[src/rtl/xdma_pkg.sv]
// Shared XDMA types and defaults.
// Grant payload and descriptor bundles plus arbiter defaults.
package xdma_pkg;

    typedef struct packed {
        logic [31:0] addr;
        logic [7:0]  id;
    } xdma_to_remote_grant_t;

    typedef struct packed {
        logic [15:0] len;
        logic [3:0]  tag;
    } xdma_req_desc_t;

    localparam int XdmaGrantArbDefaultReq = 4;
    localparam int XdmaGrantStallLimit    = 1024;

    typedef enum logic {
        ArbIdle,
        ArbHold
    } xdma_arb_state_e;

endpackage

[src/rtl/xdma_grant_arbiter_rr_select.sv]
// Round-robin find-first-set starting at a priority pointer.
// Purely combinational; wraps modulo NumReq.
module xdma_rr_select #(
    parameter int NumReq = 4,
    localparam int IdxW = $clog2(NumReq)
) (
    input  logic [NumReq-1:0] valid,
    input  logic [IdxW-1:0]   ptr,
    output logic [IdxW-1:0]   win,
    output logic              found
);

    int k;

    always_comb begin
        win   = '0;
        found = 1'b0;
        k     = 0;
        for (int i = 0; i < NumReq; i++) begin
            k = (int'(ptr) + i) % NumReq;
            if (!found && valid[k[IdxW-1:0]]) begin
                found = 1'b1;
                win   = k[IdxW-1:0];
            end
        end
    end

endmodule

[src/rtl/xdma_grant_arbiter.sv]
// Round-robin arbiter onto the shared to-remote grant channel.
// Registered output held until accepted; grant counter and stall watchdog.
module xdma_grant_arbiter
    import xdma_pkg::*;
#(
    parameter int  NumReq                 = XdmaGrantArbDefaultReq,
    parameter type xdma_to_remote_grant_t = logic,
    parameter type xdma_req_desc_t        = logic,
    parameter int  StallLimit             = XdmaGrantStallLimit,
    parameter int  CntWidth               = 16,
    localparam int IdxW                   = $clog2(NumReq)
) (
    input  logic                  clk_i,
    input  logic                  rst_i,
    input  logic [NumReq-1:0]     req_valid_i,
    output logic [NumReq-1:0]     req_ready_o,
    input  xdma_to_remote_grant_t req_grant_i [NumReq],
    input  xdma_req_desc_t        req_desc_i  [NumReq],
    output logic                  out_valid_o,
    input  logic                  out_ready_i,
    output xdma_to_remote_grant_t out_grant_o,
    output xdma_req_desc_t        out_desc_o,
    output logic [IdxW-1:0]       out_idx_o,
    output logic [CntWidth-1:0]   grant_cnt_o,
    output logic                  stall_o
);

    localparam int SW = $clog2(StallLimit + 1);

    xdma_arb_state_e state;
    logic [IdxW-1:0] ptr;
    logic [IdxW-1:0] win;
    logic            found;
    logic            sel_en;
    logic            hs;
    logic [SW-1:0]   stall_cnt;

    xdma_rr_select #(
        .NumReq (NumReq)
    ) u_sel (
        .valid (req_valid_i),
        .ptr   (ptr),
        .win   (win),
        .found (found)
    );

    assign hs     = (state == ArbHold) && out_ready_i;
    assign sel_en = (state == ArbIdle) || out_ready_i;

    always_comb begin
        req_ready_o = '0;
        if (!rst_i && sel_en && found) begin
            req_ready_o[win] = 1'b1;
        end
    end

    // Sticky until the counter is cleared by a handshake.
    assign stall_o = (stall_cnt == SW'(StallLimit));

    always_ff @(posedge clk_i) begin
        if (rst_i) begin
            state       <= ArbIdle;
            ptr         <= '0;
            out_valid_o <= 1'b0;
            out_grant_o <= '0;
            out_desc_o  <= '0;
            out_idx_o   <= '0;
            grant_cnt_o <= '0;
            stall_cnt   <= '0;
        end else begin
            if (hs) begin
                grant_cnt_o <= grant_cnt_o + CntWidth'(1);
            end
            if (sel_en) begin
                if (found) begin
                    state       <= ArbHold;
                    out_valid_o <= 1'b1;
                    out_grant_o <= req_grant_i[win];
                    out_desc_o  <= req_desc_i[win];
                    out_idx_o   <= win;
                    ptr         <= (win == IdxW'(NumReq - 1)) ? '0
                                   : win + IdxW'(1);
                end else begin
                    state       <= ArbIdle;
                    out_valid_o <= 1'b0;
                end
            end
            if (hs) begin
                stall_cnt <= '0;
            end else if (state == ArbHold && !stall_o) begin
                stall_cnt <= stall_cnt + SW'(1);
            end
        end
    end

endmodule

[config.mk]
export PLATFORM = sky130hd
export DESIGN_NAME = xdma_grant_arbiter
export DESIGN_NICKNAME = d
export VERILOG_FILES = /design/src/rtl/xdma_pkg.sv /design/src/rtl/xdma_grant_arbiter_rr_select.sv /design/src/rtl/xdma_grant_arbiter.sv
export SDC_FILE = /design/constraint.sdc
export NUM_CORES = 1
export LEC_CHECK = 0
export ABC_AREA = 1
export CORE_MARGIN = 10
export CORE_UTILIZATION = 55
export DETAILED_ROUTE_END_ITERATION = 10
export PLACE_DENSITY = 0.92
export SLEW_MARGIN = 20
export SYNTH_ARGS = -nofsm -noshare
export SYNTH_HDL_FRONTEND = slang
export SYNTH_SLANG_ARGS = --single-unit
export TNS_END_PERCENT = 30
[constraint.sdc]
create_clock -name clk_i -period 6.3 [get_ports clk_i]
set_input_delay 1.575 -clock clk_i [delete_from_list [all_inputs] [get_ports clk_i]]
set_output_delay 1.575 -clock clk_i [all_outputs]
set_load 0.01 [all_outputs]
Word level (Yosys, flattened, before mapping)
Index checks and enable logic that the tools add are counted.
Word-level totals
  flip-flop bits (word level): 34
  bits of input ports: 15
  output and inout bits: 26
  word-level logic and storage cells: 67
Cells by class
  add/sub/neg operators: 6
  magnitude comparators: 7
  equal/unequal tests: 2
  multiplexer cells: 27
  bitwise operators: 2
  reduce and logical (&&, ||, !) cells: 16
Operator list (count)
  adder 16 x 1 -> 16 bit (second input constant): 1
  less-than comparator 2 x 3 -> 1 bit (second input constant): 5
  two-way mux 1 bit: 14
  binary-select mux 1 bit (select 2 bit): 6
  adder 11 x 1 -> 11 bit (second input constant): 1
  equality test 11 bit (second input constant): 1
  two-way mux 2 bit: 5
  logical AND 1 bit: 8
  logical NOT 1 bit: 5
  adder 2 x 1 -> 2 bit (second input constant): 2
  adder 2 bit (second input constant): 2
  two-way mux 4 bit: 1
  >= comparator 3 bit (second input constant): 1
  inverter 2 -> 3 bit: 1
  demux 1 bit (select 2 bit): 1
  equality test 2 bit (second input constant): 1
  >= comparator 2 x 1 -> 1 bit (second input constant): 1
  AND reduction 2 bit: 1
  OR reduction 2 bit: 1
  logical OR 1 bit: 1
  inverter 1 bit: 1

Longest topological paths before layout
  depth after elaboration: 17
  depth in mapped cells: 15
  gate-level depth less buffers: 14

By module
Synthesis repeated with hierarchy kept, for this count alone.
Unflattened totals
  cell total of the unflattened synthesis: 340
  area, all modules: 2163.3 sq um
By module, submodules not included
  xdma_grant_arbiter: times used 1, cells each 281, area an instance 1844.3 sq um
  xdma_rr_select: times used 1, cells each 59, area an instance 319.1 sq um

Worst setup path before layout
No wires, ideal clock.
  path kind: in2out
  from: input port req_valid_i[3]
  to: output port req_ready_o[2]
  arrival: 2673 ps
  required time: 4725 ps
  setup slack: 2052 ps
  stages: 12
  buffers on the path: 0
  path through: inv_1 > nand2_1 > nand3_1 > nand2_1 > nor2_4 > nand3_1 > nand3_1 > nand2_2 > clkinv_2 > ha_1 > inv_1 > nor2_1
Between the ends
  cells in the longest elaborated chain, start to end: 17
RTL lines
  start, declared: line xdma_grant_arbiter.sv:15  | input logic [NumReq-1:0] req_valid_i,
  binary-select mux 1 bit (select 2 bit): line xdma_grant_arbiter_rr_select.sv:21  | if (!found && valid[k[IdxW-1:0]]) begin
  two-way mux 1 bit (not written as such): line xdma_grant_arbiter_rr_select.sv:21
  two-way mux 1 bit: line xdma_grant_arbiter_rr_select.sv:21
  logical NOT 1 bit: line xdma_grant_arbiter_rr_select.sv:21
  logical AND 1 bit: line xdma_grant_arbiter_rr_select.sv:21
  two-way mux 1 bit: line xdma_grant_arbiter_rr_select.sv:21
  logical NOT 1 bit: line xdma_grant_arbiter_rr_select.sv:21
  logical AND 1 bit: line xdma_grant_arbiter_rr_select.sv:21
  (+2 left out)
  logical AND 1 bit: line xdma_grant_arbiter_rr_select.sv:21
  two-way mux 2 bit (*): line xdma_grant_arbiter_rr_select.sv:21
  net u_sel.win[1]: line xdma_grant_arbiter_rr_select.sv:9  | output logic [IdxW-1:0] win,
  less-than comparator 2 x 3 -> 1 bit (not written as such) / >= comparator 2 x 1 -> 1 bit (equally long branches): line xdma_grant_arbiter.sv:53  | req_ready_o[win] = 1'b1;
  logical AND 1 bit (not written as such): line xdma_grant_arbiter.sv:53
  two-way mux 1 bit (not written as such): line xdma_grant_arbiter.sv:53
  demux 1 bit (select 2 bit) (*): line xdma_grant_arbiter.sv:53
  two-way mux 4 bit (*): line xdma_grant_arbiter.sv:52  | if (!rst_i && sel_en && found) begin
  end, declared: line xdma_grant_arbiter.sv:16  | output logic [NumReq-1:0] req_ready_o,
Mark *: on every way through the listed nets, which the timed path passes. The rest lies on a longest branch. The select of a mux whose other input is x is not followed.

Worst setup path after layout
  from: input port req_valid_i[3]
  to: output port req_ready_o[3]
Same word-level chain as after synthesis.

==> summary.md <==
Counting every sink on the clock net gives 34. The initial cell density of the core was 0.584; the post-synthesis instance area was 2000 um^2. The run gives 0.141 as the portion of total power attributed to the clock network.

The number of DRC violations after detailed routing is 0, and the data required time of the worst path is 4.72 ns. The count of distinct cell types in the synthesized netlist is 29, and the number of max-capacitance violations reported is 0. The run gives 0 as the number of antenna violations at the first check in global routing. The min-delay analysis places its worst path in the category flip-flop to flip-flop. Prior to clock tree synthesis, the placed netlist has a worst setup slack of 0.989 ns. The part of the power in combinational logic is 0.524, and the number of flops mapped to enable cells by yosys is 0.

The detailed router finished its first iteration with 91 violations. The logs give 4480 um for the final wirelength and 0 for the final max-slew violation count. The antenna diode count was 0; the global router's overall resource usage was 0.152. The reported leakage power was 1.04 nW; the placed cell area was 2430 um^2. Entering global routing, the biggest net connects 17 pins. The number of standard-cell rows in the floorplan came out at 21.

After detailed routing, the average wire length per cell comes to 11.4 um. The post-synthesis instance total was 302. The tools report the startpoint type of the worst setup path as a primary input. The number of nets with antenna violations after detailed routing was 0; the clock network latency to the later pin of the worst-skew pair was 0.33 ns. The post-synthesis sequential element count was 34; the fraction of power spent switching nets was 0.439.

With fillers left out, the area of the finished cells amounts to 2480 um^2. In this run the deepest clock path goes through 2 buffers. Buffers inserted during clock tree synthesis total 5. Cell accounting for the most synthesized area: sky130_fd_sc_hd__dfxtp_1. The area of the placeable core is 3420 um^2, and the highest achievable clock rate is 0.188 GHz.

TritonCTS built the clock tree. After synthesis, the mean cell area works out to 6.61 um^2. The type of the worst setup path is primary input to output pin.

Across the VDD grid, the largest voltage drop is 0.000198 V. The actual slew at the worst max-slew pin was 0.467 ns. For the final routed database, the setup TNS stands at 0 ns. Setup slack closes at 0.993 ns.

The Yosys step of the flow raised 0 warnings. By area the synthesized netlist is led by sky130_fd_sc_hd__dfxtp_1 (34%), sky130_fd_sc_hd__nand2_1 (12%), sky130_fd_sc_hd__inv_1 (11%). Summing over every cut layer, the via total after detailed routing is 1974. Setup violations remaining at the end of the flow were counted as 0. Between clock sinks in the finished design, the worst skew comes to 0.00669 ns. The hold slack came out at 0.479 ns. The analysis attributes to net switching a power of 340 uW.

In this run the count of I/O pins placed on the die edge is 41. The run finished with clean final reports. From synthesis to final layout, the design area changed by 24.3%. Via count of the first global-routing pass: 1919.

The most congested layer reported by global routing was met2. The overall overflow remaining after global route is 0. The share of the synthesized area in the top cell type was 0.341. The share of the clock period used by the worst path is 0.842, and the register clock-pin slew on the reported worst setup and hold paths is 0.10 ns. The number of setup buffers added after CTS is 0. In this run, post-CTS hold repair placed 0 buffers.

The async set-reset flop share out of synthesis was 0. After detailed routing, the number of vias per cell comes to 5.04. For the global routing usage on met1, the log shows 0.171.

The H-tree generated during clock tree synthesis spans 2 levels. The die covers 6440 um^2. The die is 80.2 um tall. At the end of routability-driven placement, the weighted congestion stood at 0.816.

Met3 global-route usage: 0.0646. Setup repair after global routing left no endpoint under its margin. Of all nets on the critical path, the largest fanout is 6. The tools report the HPWL after detailed placement as 3570 um. When the netlist entered floorplanning its net count stood at 324. The tools report the sequential cell fraction of total power as 0.335. At the worst endpoint, the arrival time is 3.73 ns. After layout, the minimum clock period comes to 5.31 ns. The first detailed-routing pass took 4 iterations. The count of buffers added on input and output ports is 40. The width of the die was 80.2 um. The logs give 0 for the total count of hold-check failures in the final report and 0.261 for the routing usage on met2.

The normalized max-slew margin is 0.688, and the cell area power density is 313 nW/um^2. The internal portion of the total power is 435 uW. The worst setup path is captured at an output pin. CTS placed an instance of sky130_fd_sc_hd__clkbuf_4 at the clock tree root. The run gives 0.341 as the proportion of synthesized chip area in sequential cells.

The layout cell share with drive strength beyond 1 was 0.0751. At the end of the flow, the number of nets in the layout was 368. The most used flip-flop cell after synthesis was sky130_fd_sc_hd__dfxtp_1.

Post-CTS repair changed the size of 0 cells. The first global-routing pass estimated 8200 um of wire.
[placed cells by master, fill, tap and decap left out]
master                            Yosys  routed
sky130_fd_sc_hd__a211oi_1             1       1
sky130_fd_sc_hd__a21oi_1             22      22
sky130_fd_sc_hd__clkbuf_1             2       2
sky130_fd_sc_hd__clkbuf_4             0       5
sky130_fd_sc_hd__clkdlybuf4s50_1      0      40
sky130_fd_sc_hd__clkinv_2             1       1
sky130_fd_sc_hd__dfxtp_1             34      34
sky130_fd_sc_hd__ha_1                 7       7
sky130_fd_sc_hd__inv_1               56      56
sky130_fd_sc_hd__inv_2                2       2
sky130_fd_sc_hd__inv_6                1       1
sky130_fd_sc_hd__nand2_1             65      65
sky130_fd_sc_hd__nand2_2              6       6
sky130_fd_sc_hd__nand2_4              1       1
sky130_fd_sc_hd__nand3_1             17      17
sky130_fd_sc_hd__nand3_2              2       2
sky130_fd_sc_hd__nand3_4              2       2
sky130_fd_sc_hd__nand4_1              9       9
sky130_fd_sc_hd__nor2_1              30      30
sky130_fd_sc_hd__nor2_2               1       1
sky130_fd_sc_hd__nor2_4               1       1
sky130_fd_sc_hd__nor3_1               6       6
sky130_fd_sc_hd__nor3_2               3       3
sky130_fd_sc_hd__nor3b_1              2       2
sky130_fd_sc_hd__nor4_1               1       1
sky130_fd_sc_hd__o21ai_0             23      23
sky130_fd_sc_hd__o21ai_1              1       1
sky130_fd_sc_hd__or2_0                1       1
sky130_fd_sc_hd__or2_2                1       1
sky130_fd_sc_hd__xor2_1               3       3
[sequential cells by signal, indices dropped and copies added (netlist names)]
name,cells
grant_cnt_o,16
stall_cnt,11
out_idx_o,2
ptr,2
out_desc_o,1
out_grant_o,1
state,1
[power groups by stage]
stage                     Combinational [mW]  Sequential, mW  Clock (mW)
after floorplan                        0.299           0.258           0
after global placement                 0.394           0.264           0
after detailed placement               0.406           0.264           0
after CTS                              0.408           0.260       0.112
after global routing                   0.462           0.264       0.123
final                                  0.406           0.260       0.109
[critical path, stage by stage]
cell and delay (ns):
sky130_fd_sc_hd__clkdlybuf4s50_1 0.42, sky130_fd_sc_hd__inv_1 0.08, sky130_fd_sc_hd__nand2_1 0.07, sky130_fd_sc_hd__nand3_1 0.13
sky130_fd_sc_hd__nand2_1 0.11, sky130_fd_sc_hd__nor2_4 0.18, sky130_fd_sc_hd__nand3_1 0.10, sky130_fd_sc_hd__nand3_1 0.09
sky130_fd_sc_hd__nand2_2 0.10, sky130_fd_sc_hd__clkinv_2 0.08, sky130_fd_sc_hd__ha_1 0.14, sky130_fd_sc_hd__inv_1 0.04
sky130_fd_sc_hd__nor2_1 0.08, sky130_fd_sc_hd__clkdlybuf4s50_1 0.54
[worst paths after layout]
check,from,endpoint,slack [ns],cells after the start
setup / recovery,req_valid_i[3],req_ready_o[3],0.99,14
hold / removal,grant_cnt_o[15],grant_cnt_o[15],0.48,2
setup reg to reg,ptr[0],ptr[1],4.05,12
hold reg to reg,grant_cnt_o[15],grant_cnt_o[15],0.48,2
[cells in the mapped netlist (2+ instances only)]
cell / instances
sky130_fd_sc_hd__ha_1: 7
sky130_fd_sc_hd__inv_2: 2
sky130_fd_sc_hd__clkbuf_1: 2
sky130_fd_sc_hd__nand3_1: 17
sky130_fd_sc_hd__nor3b_1: 2
sky130_fd_sc_hd__nor2_1: 30
sky130_fd_sc_hd__nand2_2: 6
sky130_fd_sc_hd__inv_1: 56
sky130_fd_sc_hd__xor2_1: 3
sky130_fd_sc_hd__nand2_1: 65
sky130_fd_sc_hd__nor3_1: 6
sky130_fd_sc_hd__nand3_2: 2
sky130_fd_sc_hd__o21ai_0: 23
sky130_fd_sc_hd__nand3_4: 2
sky130_fd_sc_hd__nor3_2: 3
sky130_fd_sc_hd__a21oi_1: 22
sky130_fd_sc_hd__dfxtp_1: 34
sky130_fd_sc_hd__nand4_1: 9
[logic make-up after synthesis]
group                    synth area share
AND/OR/NAND/NOR                     0.357
buffers and inverters               0.125
AO/OA/AOI/OAI                       0.119
flip-flops                          0.341
adder cells (fa/ha/maj)            0.0439
XOR/XNOR                           0.0132
[per-stage QoR]
| stage | cells | utilization | power [mW] |
|---|---|---|---|
| 5_1_grt | 392 | 0.726 | 0.848 |
| 3_5_place_dp | 385 | 0.713 | 0.670 |
| 6_report | 392 | 0.726 | 0.775 |
| 2_1_floorplan | 302 | - | 0.556 |
| 4_1_cts | 392 | 0.726 | 0.779 |
| 3_3_place_gp | 385 | 0.713 | 0.658 |
[layer usage]
layer	up-vias	routed length [um]
met5	-	0
met4	0	38
met3	5	320
met2	41	2180
met1	885	1940
li1	1043	-
[layout make-up]
cell class / instances / area (um^2)
sequential: 34 / 681
tap: 46 / 57.6
inverter: 60 / 231
fill: 297 / 936
timing repair buffer: 40 / 400
clock buffer: 7 / 45.0
multi-input combinational: 205 / 1060
(Power assumes the default switching activity.)
==> RTL edit (same flow settings) <==
`XdmaGrantArbDefaultReq`: 4 -> 8.
--- a/src/rtl/xdma_pkg.sv
+++ b/src/rtl/xdma_pkg.sv
@@ -13,5 +13,5 @@
     } xdma_req_desc_t;
 
-    localparam int XdmaGrantArbDefaultReq = 4;
+    localparam int XdmaGrantArbDefaultReq = 8;
     localparam int XdmaGrantStallLimit    = 1024;
 
Ports: changed (5 resized); port bits go from 41 to 58. The function was not compared with the original's and may differ.
==> RTL edit against the original RTL <==
Design area rose by 30%; sequential cell count rose by 2; area after synthesis rose by 26%; power rose by 89%; worst setup slack got worse by 580 ps; first-iteration DRC count rose by 63%; wire length rose by 49%; non-clock buffer count rose by 17; count of clock-buffer cells in the layout fell by 1; die area rose by 19%; critical path type unchanged.
==> RTL edit: results (changes against the original RTL) <==
By count the netlist is led by nand2_1 (95), nor2_1 (59), inv_1 (51), nand3_1 (45), dfxtp_1 (36). The depth of the most critical reg-to-reg path came out at 17 (+5). Quantity of I/O buffers inserted on ports: 57 (+43%).

The sequential area share after synthesis is 28.6% (-5.5 points). The largest fanout on the critical path is 9 (+3), and the achievable clock frequency is 0.170 GHz (-9.9%). The static power due to leakage came out at 1.40 nW (+34%). More flip-flops sit in one register than any other, and that register is grant_cnt_o.

For the number of antenna violations at the first check in global routing, the log shows 0 (unchanged). The destination of the critical timing path was req_ready_o[6]. The run gives 148 (+63%) as the DRC marker count from the first detailed-route iteration. The number of diodes added for antenna fixing is 0 (unchanged), and the number of search-and-repair iterations in the first detailed-routing pass is 4 (unchanged). The launch point of the critical path is req_valid_i[7]. The run gives 5.57% (-0.89 points) as the global-route track usage on met3. The logs give 0 (unchanged) for the number of post-CTS setup repair buffers and 0 (unchanged) for the Yosys warning count.

The number of different library cells in the post-synthesis netlist was 36 (+24%); the filler cell count was 362 (+22%). The post-place instance area is 3110 um^2 (+28%). The tools report the global-route met1 utilization as 19.4% (+2.3 points). The run finished with clean final reports. Maximum vdd ir drop: 0.299 mV (+51%).

The total nets after synthesis came out at 433 (+34%). The CTS clock-pin slew for the worst setup and hold paths came out at 70 ps (-30 ps). The met3 wire length came out at 418 um (+31%). The vias per cell came out at 5.38 (+6.8%). The highest metal layer used by the detailed router was met4. The run gives 2640 (+38%) as the number of global-route vias before repair. The share of final-layout standard cells stronger than drive strength 1 came out at 6.32% (-1.2 points). Endpoint of the worst-slack reg-to-reg timing path: ptr[2]$_SDFFE_PP0P_. The tools report the clock insertion delay at the later pin of the skew report as 290 ps (-40 ps). The master cell of the clock root buffer was clkbuf_8.

The maximum number of pins on one net before global-route repair is 21 (+4). Wire length on met2: 3320 um (+52%). The number of vias in the routed layout is 2747 (+39%), and the setup skew after layout is 6.39 ps (-0.299 ps). The cell depth of the worst min-delay path came out at 2 (unchanged). After synthesis, the cell types taking the most area are dfxtp_1 (29%), nand2_1 (14%), nand3_1 (8.9%), nor2_1 (8.8%), inv_1 (7.6%).

The wire length of the first global-routing pass is 11400 um (+39%). The data arrival at the endpoint of the critical path is 4310 ps (+580 ps). The largest registers in the layout are grant_cnt_o x16, stall_cnt x11. The tools report the headroom to the max-slew limit as 62.4% (-6.4 points).

In this run the most critical hold path is launched from stall_cnt[3]$_SDFFE_PP0P_. The tools report the net total in the final layout as 491 (+33%). The met2 layer usage reported by global route was 31.1% (+5.0 points). The detailed-routing wirelength on met1 was 2860 um (+48%).

For hold timing, the worst endpoint is stall_cnt[3]$_SDFFE_PP0P_. The all-layer global routing usage is 17.6% (+2.4 points), and the post-DP HPWL is 5270 um (+47%). The final weighted congestion in routability-driven placement is 0.859 (+5.3%). The tools report the total clock buffers created by CTS as 5 (unchanged). The reg2reg setup slack was 2950 ps (-1100 ps); the routed wirelength normalized by instance count was 13.1 um (+14%).
==> RTL edit: changes by cell type in the layout (fill, tap and decap cells not counted), moves of 3 or more <==
cell	unedited run	this run
clkdlybuf4s50_1	40	57
nand3_1	17	45
nor3_2	3	0
clkbuf_8	0	5
clkbuf_4	5	0
nor3_1	6	14
nor2_1	30	59
nand2_1	65	95
o21ai_0	23	20
inv_1	56	51
nand2_2	6	3
xnor2_2	0	3
==> RTL edit: through the flow <==
stage / setup slack, ps / instances / hold slack (ps) / utilization [%] / power (W)
after global placement: 553 / 503 / 459 / 71.0 / 0.00124
after floorplan: 1700 / 400 / 450 / - / 0.00103
after global routing: 119 / 511 / 505 / 73.4 / 0.00160
final: 410 / 511 / 479 / 73.4 / 0.00146
after CTS: 421 / 511 / 483 / 73.4 / 0.00146
after detailed placement: 436 / 503 / 474 / 71.0 / 0.00126
==> RTL edit: kinds of logic after synthesis <==
group | share of synthesized area (%)
adders and majority gates | 2.98
buffers and inverters | 10.5
AOI/OAI and AO/OA | 10.5
and+or+nand+nor | 43.7
DFF | 28.6
xor gates and xnor gates | 3.63
==> RTL edit: final cells by class <==
class	count	area share (%)
multi-input combinational	300	47.6
sequential	36	22.4
timing repair buffer	57	17.7
inverter	58	6.96
clock buffer	6	2.25
tap	52	2.02
clock inverter	2	1.09
==> RTL edit: critical path, cell delays in order <==
cell and delay [ps]:
clkdlybuf4s50_1 500, nand2_1 80, nand3_1 150, nand3_2 120, nand2_4 140, inv_1 60
nand2_1 90, o21ai_0 90, nor2_1 140, nand3_2 180, nand2_4 170, clkinv_4 80
nor2_2 140, nand2_1 120, nor2_1 130, clkdlybuf4s50_1 550
==> RTL edit: where the power goes <==
part           switching, W  internal [W]
Combinational      0.000625      0.000355
Clock             0.0000785      0.000117
Sequential        0.0000346      0.000252
